File: config.mk
export PLATFORM = sky130hd
export DESIGN_NAME = pc_controller_flat
export DESIGN_NICKNAME = d
export VERILOG_FILES = /design/src/rtl/pc_controller_pkg.sv /design/src/rtl/pc_controller_if.sv /design/src/rtl/pc_controller_stall_watchdog.sv /design/src/rtl/pc_controller.sv /design/src/flat_wrapper.sv
export SDC_FILE = /design/constraint.sdc
export NUM_CORES = 1
export LEC_CHECK = 0
export ABC_AREA = 0
export CORE_MARGIN = 2
export CORE_UTILIZATION = 27
export DETAILED_ROUTE_END_ITERATION = 8
export GPL_TIMING_DRIVEN = 0
export HOLD_SLACK_MARGIN = 0.1
export PLACE_DENSITY = 0.73
export SLEW_MARGIN = 20
export SYNTH_ARGS = -nofsm -noshare
export SYNTH_HDL_FRONTEND = slang
export SYNTH_SLANG_ARGS = --single-unit
File: constraint.sdc
create_clock -name clock -period 6.7 [get_ports clock]
set_clock_uncertainty 0.2 [all_clocks]
set_input_delay 1.005 -clock clock [delete_from_list [all_inputs] [get_ports clock]]
set_output_delay 1.005 -clock clock [all_outputs]
set_load 0.03 [all_outputs]
File: src/rtl/pc_controller_pkg.sv
// Shared types and constants for the PC controller slice.
// Build macro PC_EXC_EN selects exception-vector handling of misaligned targets.
package pc_ctrl_pkg;

    typedef enum logic [1:0] {
        ST_HOLD  = 2'd0,
        ST_RUN   = 2'd1,
        ST_STALL = 2'd2,
        ST_FLUSH = 2'd3
    } pc_state_e;

    localparam logic [31:0] EXC_VECTOR       = 32'h8000_0180;
    localparam logic [31:0] INSTR_BYTES      = 32'd4;
    localparam logic [31:0] DEFAULT_RESET_PC = 32'h0000_0000;

    function automatic logic misaligned(input logic [31:0] a);
        return a[1:0] != 2'b00;
    endfunction

    function automatic logic [31:0] align_word(input logic [31:0] a);
        return {a[31:2], 2'b00};
    endfunction

endpackage

File: src/rtl/pc_controller_if.sv
// Bundle between the PC controller and the fetch/decode/hazard logic.
// Port exc_taken exists only when PC_EXC_EN is defined.
interface pc_controller_if;

    logic [31:0] pc_cur;
    logic        stall_req;
    logic        branch_taken;
    logic [31:0] branch_target;
    logic        jump;
    logic [31:0] jump_target;
    logic [31:0] pc_next;
    logic        pc_write;
    logic        if_id_write;
    logic        if_id_flush;
    logic        stall_timeout;
    logic [1:0]  state;
`ifdef PC_EXC_EN
    logic        exc_taken;

    modport master (
        output pc_cur, stall_req, branch_taken, branch_target,
        output jump, jump_target,
        input  pc_next, pc_write, if_id_write, if_id_flush,
        input  stall_timeout, state, exc_taken
    );

    modport slave (
        input  pc_cur, stall_req, branch_taken, branch_target,
        input  jump, jump_target,
        output pc_next, pc_write, if_id_write, if_id_flush,
        output stall_timeout, state, exc_taken
    );
`else
    modport master (
        output pc_cur, stall_req, branch_taken, branch_target,
        output jump, jump_target,
        input  pc_next, pc_write, if_id_write, if_id_flush,
        input  stall_timeout, state
    );

    modport slave (
        input  pc_cur, stall_req, branch_taken, branch_target,
        input  jump, jump_target,
        output pc_next, pc_write, if_id_write, if_id_flush,
        output stall_timeout, state
    );
`endif

endinterface

File: src/rtl/pc_controller_stall_watchdog.sv
// Saturating stall-length counter with a sticky overrun flag.
// The flag is cleared only by reset, never by the clear input.
module pc_stall_watchdog #(
    parameter int unsigned STALL_MAX = 15
) (
    input  logic clock,
    input  logic reset_n,
    input  logic count_en,
    input  logic clear,
    output logic timeout
);

    logic [3:0] cnt_q, cnt_d;
    logic       to_q, to_d;

    always_comb begin
        cnt_d = cnt_q;
        to_d  = to_q;
        if (clear) begin
            cnt_d = 4'd0;
        end else if (count_en && cnt_q != 4'hF) begin
            cnt_d = cnt_q + 4'd1;
        end
        if (count_en && cnt_d >= 4'(STALL_MAX)) begin
            to_d = 1'b1;
        end
    end

    always_ff @(posedge clock) begin
        if (!reset_n) begin
            cnt_q <= 4'd0;
            to_q  <= 1'b0;
        end else begin
            cnt_q <= cnt_d;
            to_q  <= to_d;
        end
    end

    assign timeout = to_q;

endmodule

File: src/rtl/pc_controller.sv
// Next-PC selection FSM: reset hold, sequential fetch, stall and redirect flush.
// Define PC_EXC_EN to vector misaligned redirect targets to EXC_VECTOR.
module pc_controller
    import pc_ctrl_pkg::*;
#(
    parameter logic [31:0] RESET_PC  = DEFAULT_RESET_PC,
    parameter int unsigned STALL_MAX = 15
) (
    input  logic             clock,
    input  logic             reset_n,
    pc_controller_if.slave   bus
);

    pc_state_e   state_q, state_d;
    logic [31:0] pc_seq, tgt, pc_nx;
    logic        redirect, pc_wr, idw, fl;
    logic        count_en, clear, exc;

    assign pc_seq   = bus.pc_cur + INSTR_BYTES;
    assign redirect = bus.jump | bus.branch_taken;
    assign tgt      = bus.jump ? bus.jump_target : bus.branch_target;

    always_comb begin
        state_d  = ST_RUN;
        pc_nx    = pc_seq;
        pc_wr    = 1'b1;
        idw      = 1'b1;
        fl       = 1'b0;
        exc      = 1'b0;
        count_en = 1'b0;
        clear    = 1'b0;
        if (!reset_n) begin
            state_d = ST_HOLD;
            pc_nx   = RESET_PC;
            fl      = 1'b1;
        end else begin
            unique case (state_q)
                ST_HOLD: begin
                    pc_nx = RESET_PC;
                    fl    = 1'b1;
                end
                ST_RUN, ST_STALL, ST_FLUSH: begin
                    if (bus.stall_req) begin
                        state_d  = ST_STALL;
                        pc_nx    = bus.pc_cur;
                        pc_wr    = 1'b0;
                        idw      = 1'b0;
                        count_en = 1'b1;
                    end else begin
                        clear = 1'b1;
                        // The FLUSH slot holds a squashed instruction.
                        if (redirect && state_q != ST_FLUSH) begin
                            state_d = ST_FLUSH;
                            fl      = 1'b1;
`ifdef PC_EXC_EN
                            if (misaligned(tgt)) begin
                                pc_nx = EXC_VECTOR;
                                exc   = 1'b1;
                            end else begin
                                pc_nx = tgt;
                            end
`else
                            pc_nx = align_word(tgt);
`endif
                        end
                    end
                end
                default: begin
                    state_d = ST_HOLD;
                end
            endcase
        end
    end

    always_ff @(posedge clock) begin
        if (!reset_n) begin
            state_q <= ST_HOLD;
        end else begin
            state_q <= state_d;
        end
    end

    pc_stall_watchdog #(
        .STALL_MAX (STALL_MAX)
    ) u_wdog (
        .clock    (clock),
        .reset_n  (reset_n),
        .count_en (count_en),
        .clear    (clear),
        .timeout  (bus.stall_timeout)
    );

    assign bus.pc_next     = pc_nx;
    assign bus.pc_write    = pc_wr;
    assign bus.if_id_write = idw;
    assign bus.if_id_flush = fl;
    assign bus.state       = state_q;
`ifdef PC_EXC_EN
    assign bus.exc_taken   = exc;
`endif

endmodule

File: src/flat_wrapper.sv
// flat-port wrapper written by rule: the top's interface ports become plain ports
module pc_controller_flat import pc_ctrl_pkg::*;
#(
    parameter logic [31:0] RESET_PC  = DEFAULT_RESET_PC,
    parameter int unsigned STALL_MAX = 15
)
  (clock, reset_n, bus_pc_cur, bus_stall_req, bus_branch_taken, bus_branch_target, bus_jump, bus_jump_target, bus_pc_next, bus_pc_write, bus_if_id_write, bus_if_id_flush, bus_stall_timeout, bus_state);
  pc_controller_if bus_i ();
  input  logic clock;
  input  logic reset_n;
  input wire logic [$bits(bus_i.pc_cur)-1:0] bus_pc_cur;
  input wire logic [$bits(bus_i.stall_req)-1:0] bus_stall_req;
  input wire logic [$bits(bus_i.branch_taken)-1:0] bus_branch_taken;
  input wire logic [$bits(bus_i.branch_target)-1:0] bus_branch_target;
  input wire logic [$bits(bus_i.jump)-1:0] bus_jump;
  input wire logic [$bits(bus_i.jump_target)-1:0] bus_jump_target;
  output wire logic [$bits(bus_i.pc_next)-1:0] bus_pc_next;
  output wire logic [$bits(bus_i.pc_write)-1:0] bus_pc_write;
  output wire logic [$bits(bus_i.if_id_write)-1:0] bus_if_id_write;
  output wire logic [$bits(bus_i.if_id_flush)-1:0] bus_if_id_flush;
  output wire logic [$bits(bus_i.stall_timeout)-1:0] bus_stall_timeout;
  output wire logic [$bits(bus_i.state)-1:0] bus_state;
  assign bus_i.pc_cur = bus_pc_cur;
  assign bus_i.stall_req = bus_stall_req;
  assign bus_i.branch_taken = bus_branch_taken;
  assign bus_i.branch_target = bus_branch_target;
  assign bus_i.jump = bus_jump;
  assign bus_i.jump_target = bus_jump_target;
  assign bus_pc_next = bus_i.pc_next;
  assign bus_pc_write = bus_i.pc_write;
  assign bus_if_id_write = bus_i.if_id_write;
  assign bus_if_id_flush = bus_i.if_id_flush;
  assign bus_stall_timeout = bus_i.stall_timeout;
  assign bus_state = bus_i.state;
  pc_controller #(.RESET_PC(RESET_PC), .STALL_MAX(STALL_MAX)) u_core (.clock(clock), .reset_n(reset_n), .bus(bus_i));
endmodule
==> flow_metrics.tcl, run 1 <==
set metrics [dict create \
    outcome "finished, final reports clean" \
    fin_crit_sh_pct 78.8 \
    synth_largest_area_cell "mux2i_1" \
    netlist_area_sq_um 2030 \
    fin_setup_tns_ns 0 \
    worstSetupEndpoint "bus_pc_next[16]" \
    place_hpwl_um 7230 \
    cts_buffer_depth 2 \
    cts-root-buf "clkbuf_8" \
    synth.area.top_cells "mux2i_1 12%, a21oi_1 7.9%, o21ai_0 7.4%, dfxtp_1 6.9%, nor2_1 5.9%" \
    drv_slew 0 \
    power.leakage_uw 0.00124 \
    max_cap_violations 0 \
    syn2layout_area_growth_pct 72.0 \
    insertion_delay_ns 0.22 \
    ys_types 52 \
    dieArea_sq_um 8220 \
    critical_path_required_ns 5.49 \
    cts_buffers 3 \
    antenna_found_initial 0 \
    insertedDiodeCount 0 \
    rsz0062_at_grt "false" \
    hold_viol 0 \
    first_iter_violations 181 \
    initial_core_util_pct 27.9 \
    timing.hold.worst.class "flop to flop" \
    rr_endpoint "u_core.bus.state[1]" \
    die_x_um 90.6 \
    slew_headroom_pct 43.7 \
    cp-start-kind "input port" \
    yosysSeqAreaShare_pct 6.91 \
    critical_path_peak_fanout 10 \
    clk_pin_slew_ns 0.04 \
    dpl.cell_count 547 \
    grt_pass1_vias 3055 \
    htree_levels 1 \
    post-cts-setup-buffers 0 \
    syn_inst 319 \
    clock-sinks 7 \
    port_buffers 129 \
    holdBufCountCts 0 \
    async_flop_share_pct 0 \
    io-pin-count 139 \
    reg2reg_setup_slack_ns 4.38 \
    num_rows 31 \
    utilization_pct 48.1 \
    finalSetupViolCount 0 \
    reg2reg_depth 5 \
    remaining_drc_errors 0 \
    grt_pass1_wl_um 15000 \
    core-area_sq_um 7250 \
    drtAntennaViolNets 0 \
    peakVddDrop_mv 0.0727 \
    min_from "u_core.u_wdog.timeout" \
    routed_wl_um 9400 \
    crit_start "bus_pc_cur[2]" \
    final_cells 551 \
    synth_ff_type "dfxtp_1" \
    synth_edf_count 0 \
    end_kind "primary output" \
    reg2reg_from "u_core.bus.state[1]" \
    die_h_um 90.6 \
    power.density_nw_per_um2 98.6 \
    ys_top_cells_by_count "32 x a21oi_1, 32 x nor2_1, 30 x o21ai_0" \
    drt-vias-per-instance 5.63 \
    syn_area_per_cell_sq_um 6.35 \
    ys_warn_count 0 \
    wl_per_cell_um 17.1 \
    max_freq_mhz 189 \
    grt_use_total_pct 22.0 \
    fin_crit_ns 5.28 \
    drtPass1Iterations 5 \
    tightest_slew_ns 0.837 \
    overflow 0 \
    vias 3101 \
    synth.top_cell.area_share_pct 11.9 \
    syn_nets 422 \
    crit_type "input port to primary output" \
    drive_above_1_share_pct 5.75 \
    cp.arrival_ns 4.08 \
    grt_max_degree 11 \
    nets 556 \
    ctsResizeCount 0 \
    ys_ff_latch 7 \
    gp_congestion 0.922 \
    tritoncts "done" \
]
placed cells by master (no fill, tap or decap), types with 4 or more instances in the layout:
| cell type | count |
|---|---|
| o22ai_1 | 6 |
| mux2_2 | 7 |
| mux2i_1 | 24 |
| clkdlybuf4s50_1 | 129 |
| and2_1 | 6 |
| clkbuf_1 | 21 |
| a22oi_1 | 4 |
| nor2b_1 | 5 |
| o21ai_0 | 30 |
| nor3_1 | 15 |
| buf_2 | 6 |
| nor2_1 | 32 |
| nor4_1 | 10 |
| dfxtp_1 | 7 |
| nand4_1 | 9 |
| nand3_1 | 15 |
| xor2_1 | 4 |
| a21oi_1 | 32 |
| a31oi_1 | 8 |
| nand2_1 | 27 |
| and3_1 | 4 |
sequential cells by signal (all words and copies together), names as in the netlist:
register               flops
u_core.u_wdog.cnt_q        4
u_core.bus.state           2
u_core.u_wdog.timeout      1
cell families (layout without fill, tap and decap cells):
kind of cell,Yosys count,in the layout,synth area share [%]
muxes,31,31,15.7
AOI/OAI and AO/OA,103,103,31.4
buffers and inverters,30,163,6.11
adders and majority gates,2,2,1.23
and+or+nand+nor,142,142,36.9
xor gates and xnor gates,4,4,1.73
DFF,7,7,6.91
metal layers:
layer / up-vias / GRT usage [%] / routed length [um]
met5: - / 0 / 0
met1: 1413 / 26.8 / 3750
met4: 0 / 7.44 / 221
met2: 181 / 38.3 / 4550
met3: 18 / 4.34 / 877
li1: 1489 / - / -
worst max-delay path, stage by stage:
cell	delay (ns)
clkdlybuf4s50_1	0.52
ha_1	0.24
nand3_2	0.15
nor4_4	0.60
nand4_1	0.19
or4_1	0.43
a31oi_1	0.22
clkdlybuf4s50_1	0.72
report_power, final:
part / internal [uW] / switching [uW]
Combinational: 113 / 127
Clock: 41.1 / 17.2
Sequential: 43.7 / 2.24
how the worst min path moves through the flow:
| stage | depth (start not counted) | end |
|---|---|---|
| finish | 1 | u_core.u_wdog.timeout |
| global route | 1 | u_core.u_wdog.timeout |
| CTS | 1 | u_core.u_wdog.timeout |
| detailed placement | 1 | u_core.u_wdog.timeout |
| global placement | 1 | u_core.u_wdog.timeout |
| floorplan | 2 | u_core.u_wdog.cnt_q[2] |
cell type report:
cell class	count	area, sq um
Clock buffer	4	45.0
Tap cell	99	124
Buffer	28	116
Timing Repair Buffer	129	1290
Sequential cell	7	140
Multi-Input combinational cell	282	1760
Fill cell	760	3770
Inverter	2	7.51
metrics by stage:
stage | hold slack [ns] | setup slack, ns | power, uW | cell area [sq um]
final | 0.293 | 1.42 | 344 | 3490
after global routing | 0.313 | 1.24 | 365 | 3490
after CTS | 0.303 | 1.46 | 343 | 3490
after detailed placement | 0.287 | 1.48 | 284 | 3440
after global placement | 0.276 | 1.48 | 282 | 3440
after floorplan | 0.328 | 2.41 | 164 | 2030
(Power assumes the default switching activity.)
==> run 2, diff against run 1 <==
- PLACE_DENSITY: 0.73 -> 0.76
- clock period: 6.7 -> 4.4 ns (I/O delays scaled with it)
==> run 2 against run 1 <==
Setup slack worse by 1.3 ns. Critical endpoint is now bus_pc_next[26]. Cell count is 0.54% higher. Largest cell class unchanged. Sequential share of layout area fell by 0.055 points. First-iteration DRC count grew 24%. Combinational power up 53%. Via count up 1.4%. Design area grew 1.4%. Count of clock-buffer cells in the layout did not move. Largest power group unchanged. Die area unchanged. Power grew 54%. Register-to-register slack lost 2.1 ns. Sequential power up 53%.
==> flow_metrics.tcl, run 2 (synthesized netlist as in run 1, its figures left out) <==
set metrics [dict create \
    final_cell_mix "127 x clkdlybuf4s50_1, 32 x nor2_1, 32 x a21oi_1" \
    cp-start-kind "input port" \
    placed_area_sq_um 3440 \
    overflow 0 \
    drv_slew 0 \
    wl_per_cell_um 17.5 \
    hold_viol 0 \
    grt_use_total_pct 22.5 \
    min_from "u_core.u_wdog.timeout" \
    drt-vias-per-instance 5.68 \
    port_buffers 129 \
    critical_path_peak_fanout 9 \
    routed_wl_um 9670 \
    drtPass1Iterations 5 \
    final_common_cell "clkdlybuf4s50_1" \
    drive_above_1_share_pct 7.03 \
    vias 3144 \
    num_rows 31 \
    die_h_um 90.6 \
    dp_slack_ns -0.216 \
    finalSetupViolCount 0 \
    antenna_found_initial 0 \
    grt_pass1_wl_um 15400 \
    core-area_sq_um 7250 \
    power.leakage_uw 0.00130 \
    first_iter_violations 225 \
    io-pin-count 139 \
    critical_path_required_ns 3.54 \
    clock-sinks 7 \
    hold_path_depth 1 \
    tightest_slew_ns 0.845 \
    fin_crit_ns 4.27 \
    insertion_delay_ns 0.23 \
    crit_type "input port to primary output" \
    largest_register "u_core.u_wdog.cnt_q" \
    dieArea_sq_um 8220 \
    max_freq_mhz 234 \
    rr_endpoint "u_core.bus.state[1]" \
    outcome "finished, final reports clean" \
    cp.arrival_ns 3.41 \
    drtAntennaViolNets 0 \
    cts-root-buf "clkbuf_8" \
    reg2reg_depth 5 \
    hold_end "u_core.u_wdog.timeout" \
    max_cap_violations 0 \
    grt_max_degree 11 \
    clk_pin_slew_ns 0.04 \
    slew_headroom_pct 43.7 \
    place_hpwl_um 7400 \
    fin_setup_tns_ns 0 \
    nets 559 \
    power.density_nw_per_um2 150 \
    htree_levels 1 \
    die_x_um 90.6 \
    finalWorstSetupSlack_ns 0.134 \
    initial_core_util_pct 27.9 \
    end_kind "primary output" \
    syn2layout_area_growth_pct 74.4 \
    grt_pass1_vias 3048 \
    fin_area_sq_um 3540 \
    reg2reg_setup_slack_ns 2.31 \
    tritoncts "done" \
    cts_buffers 3 \
    rsz0062_at_grt "false" \
    peakVddDrop_mv 0.149 \
    remaining_drc_errors 0 \
    largest_reg_flops 4 \
    timing.hold.worst.class "flop to flop" \
    cts_buffer_depth 2 \
    fin_crit_sh_pct 96.9 \
    gp_congestion 0.925 \
    reg2reg_from "u_core.bus.state[1]" \
    insertedDiodeCount 0 \
]
run 2: metrics by stage:
| stage | hold slack, ns | std cells | total power (uW) | util (%) |
|---|---|---|---|---|
| after global placement | 0.275 | 547 | 428 | 47.5 |
| after detailed placement | 0.274 | 547 | 431 | 47.5 |
| final | 0.297 | 554 | 529 | 48.7 |
| after floorplan | 0.328 | 319 | 250 | - |
| after global routing | 0.339 | 554 | 558 | 48.7 |
| after CTS | 0.303 | 552 | 524 | 48.3 |
run 2: how the worst max path moves through the flow:
stage | from | end | slack [ns] | depth (start not counted)
global placement | bus_pc_cur[2] | bus_pc_next[16] | -0.16 | 8
global route | bus_pc_cur[2] | bus_pc_next[26] | 0.002 | 8
finish | bus_pc_cur[2] | bus_pc_next[26] | 0.13 | 8
CTS | bus_pc_cur[13] | bus_pc_next[30] | 0.06 | 7
floorplan | reset_n | bus_pc_next[26] | 0.80 | 5
detailed placement | bus_pc_cur[2] | bus_pc_next[16] | -0.22 | 8
run 2: per-layer routing:
metal / vias up / part of all wire (%) / track usage, %
met4: 0 / 1.1 / 5.38
met1: 1448 / 41 / 27.9
met2: 189 / 48 / 39.4
met3: 12 / 10 / 5.26
met5: - / 0 / 0
li1: 1495 / - / -
run 2: repair_timing:
action                     4_1_cts  5_1_grt
resized for setup                2        5
setup endpoints to repair        4        8
buffers inserted                 1        2
hold buffers                     0        0
pin swaps                        1        1
run 2: worst max-delay path: stages:
cell	delay (ns)
clkdlybuf4s50_1	0.52
ha_1	0.24
nand3_2	0.18
nor4_4	0.38
buf_4	0.25
nand3_1	0.09
o311ai_0	0.33
clkdlybuf4s50_1	0.75
run 2: area by class of cell:
cell class                      count  area, sq um
Buffer                             28          118
Clock buffer                        4         45.0
Fill cell                         758         3720
Inverter                            2         7.51
Multi-Input combinational cell    282         1780
Sequential cell                     7          140
Tap cell                           99          124
Timing Repair Buffer              132         1320
run 2: report_power, final:
part | switching (uW) | internal (uW) | total, uW
clock network | 29.2 | 62.8 | 92.0
registers | 3.54 | 66.5 | 70.0
logic | 194 | 173 | 367
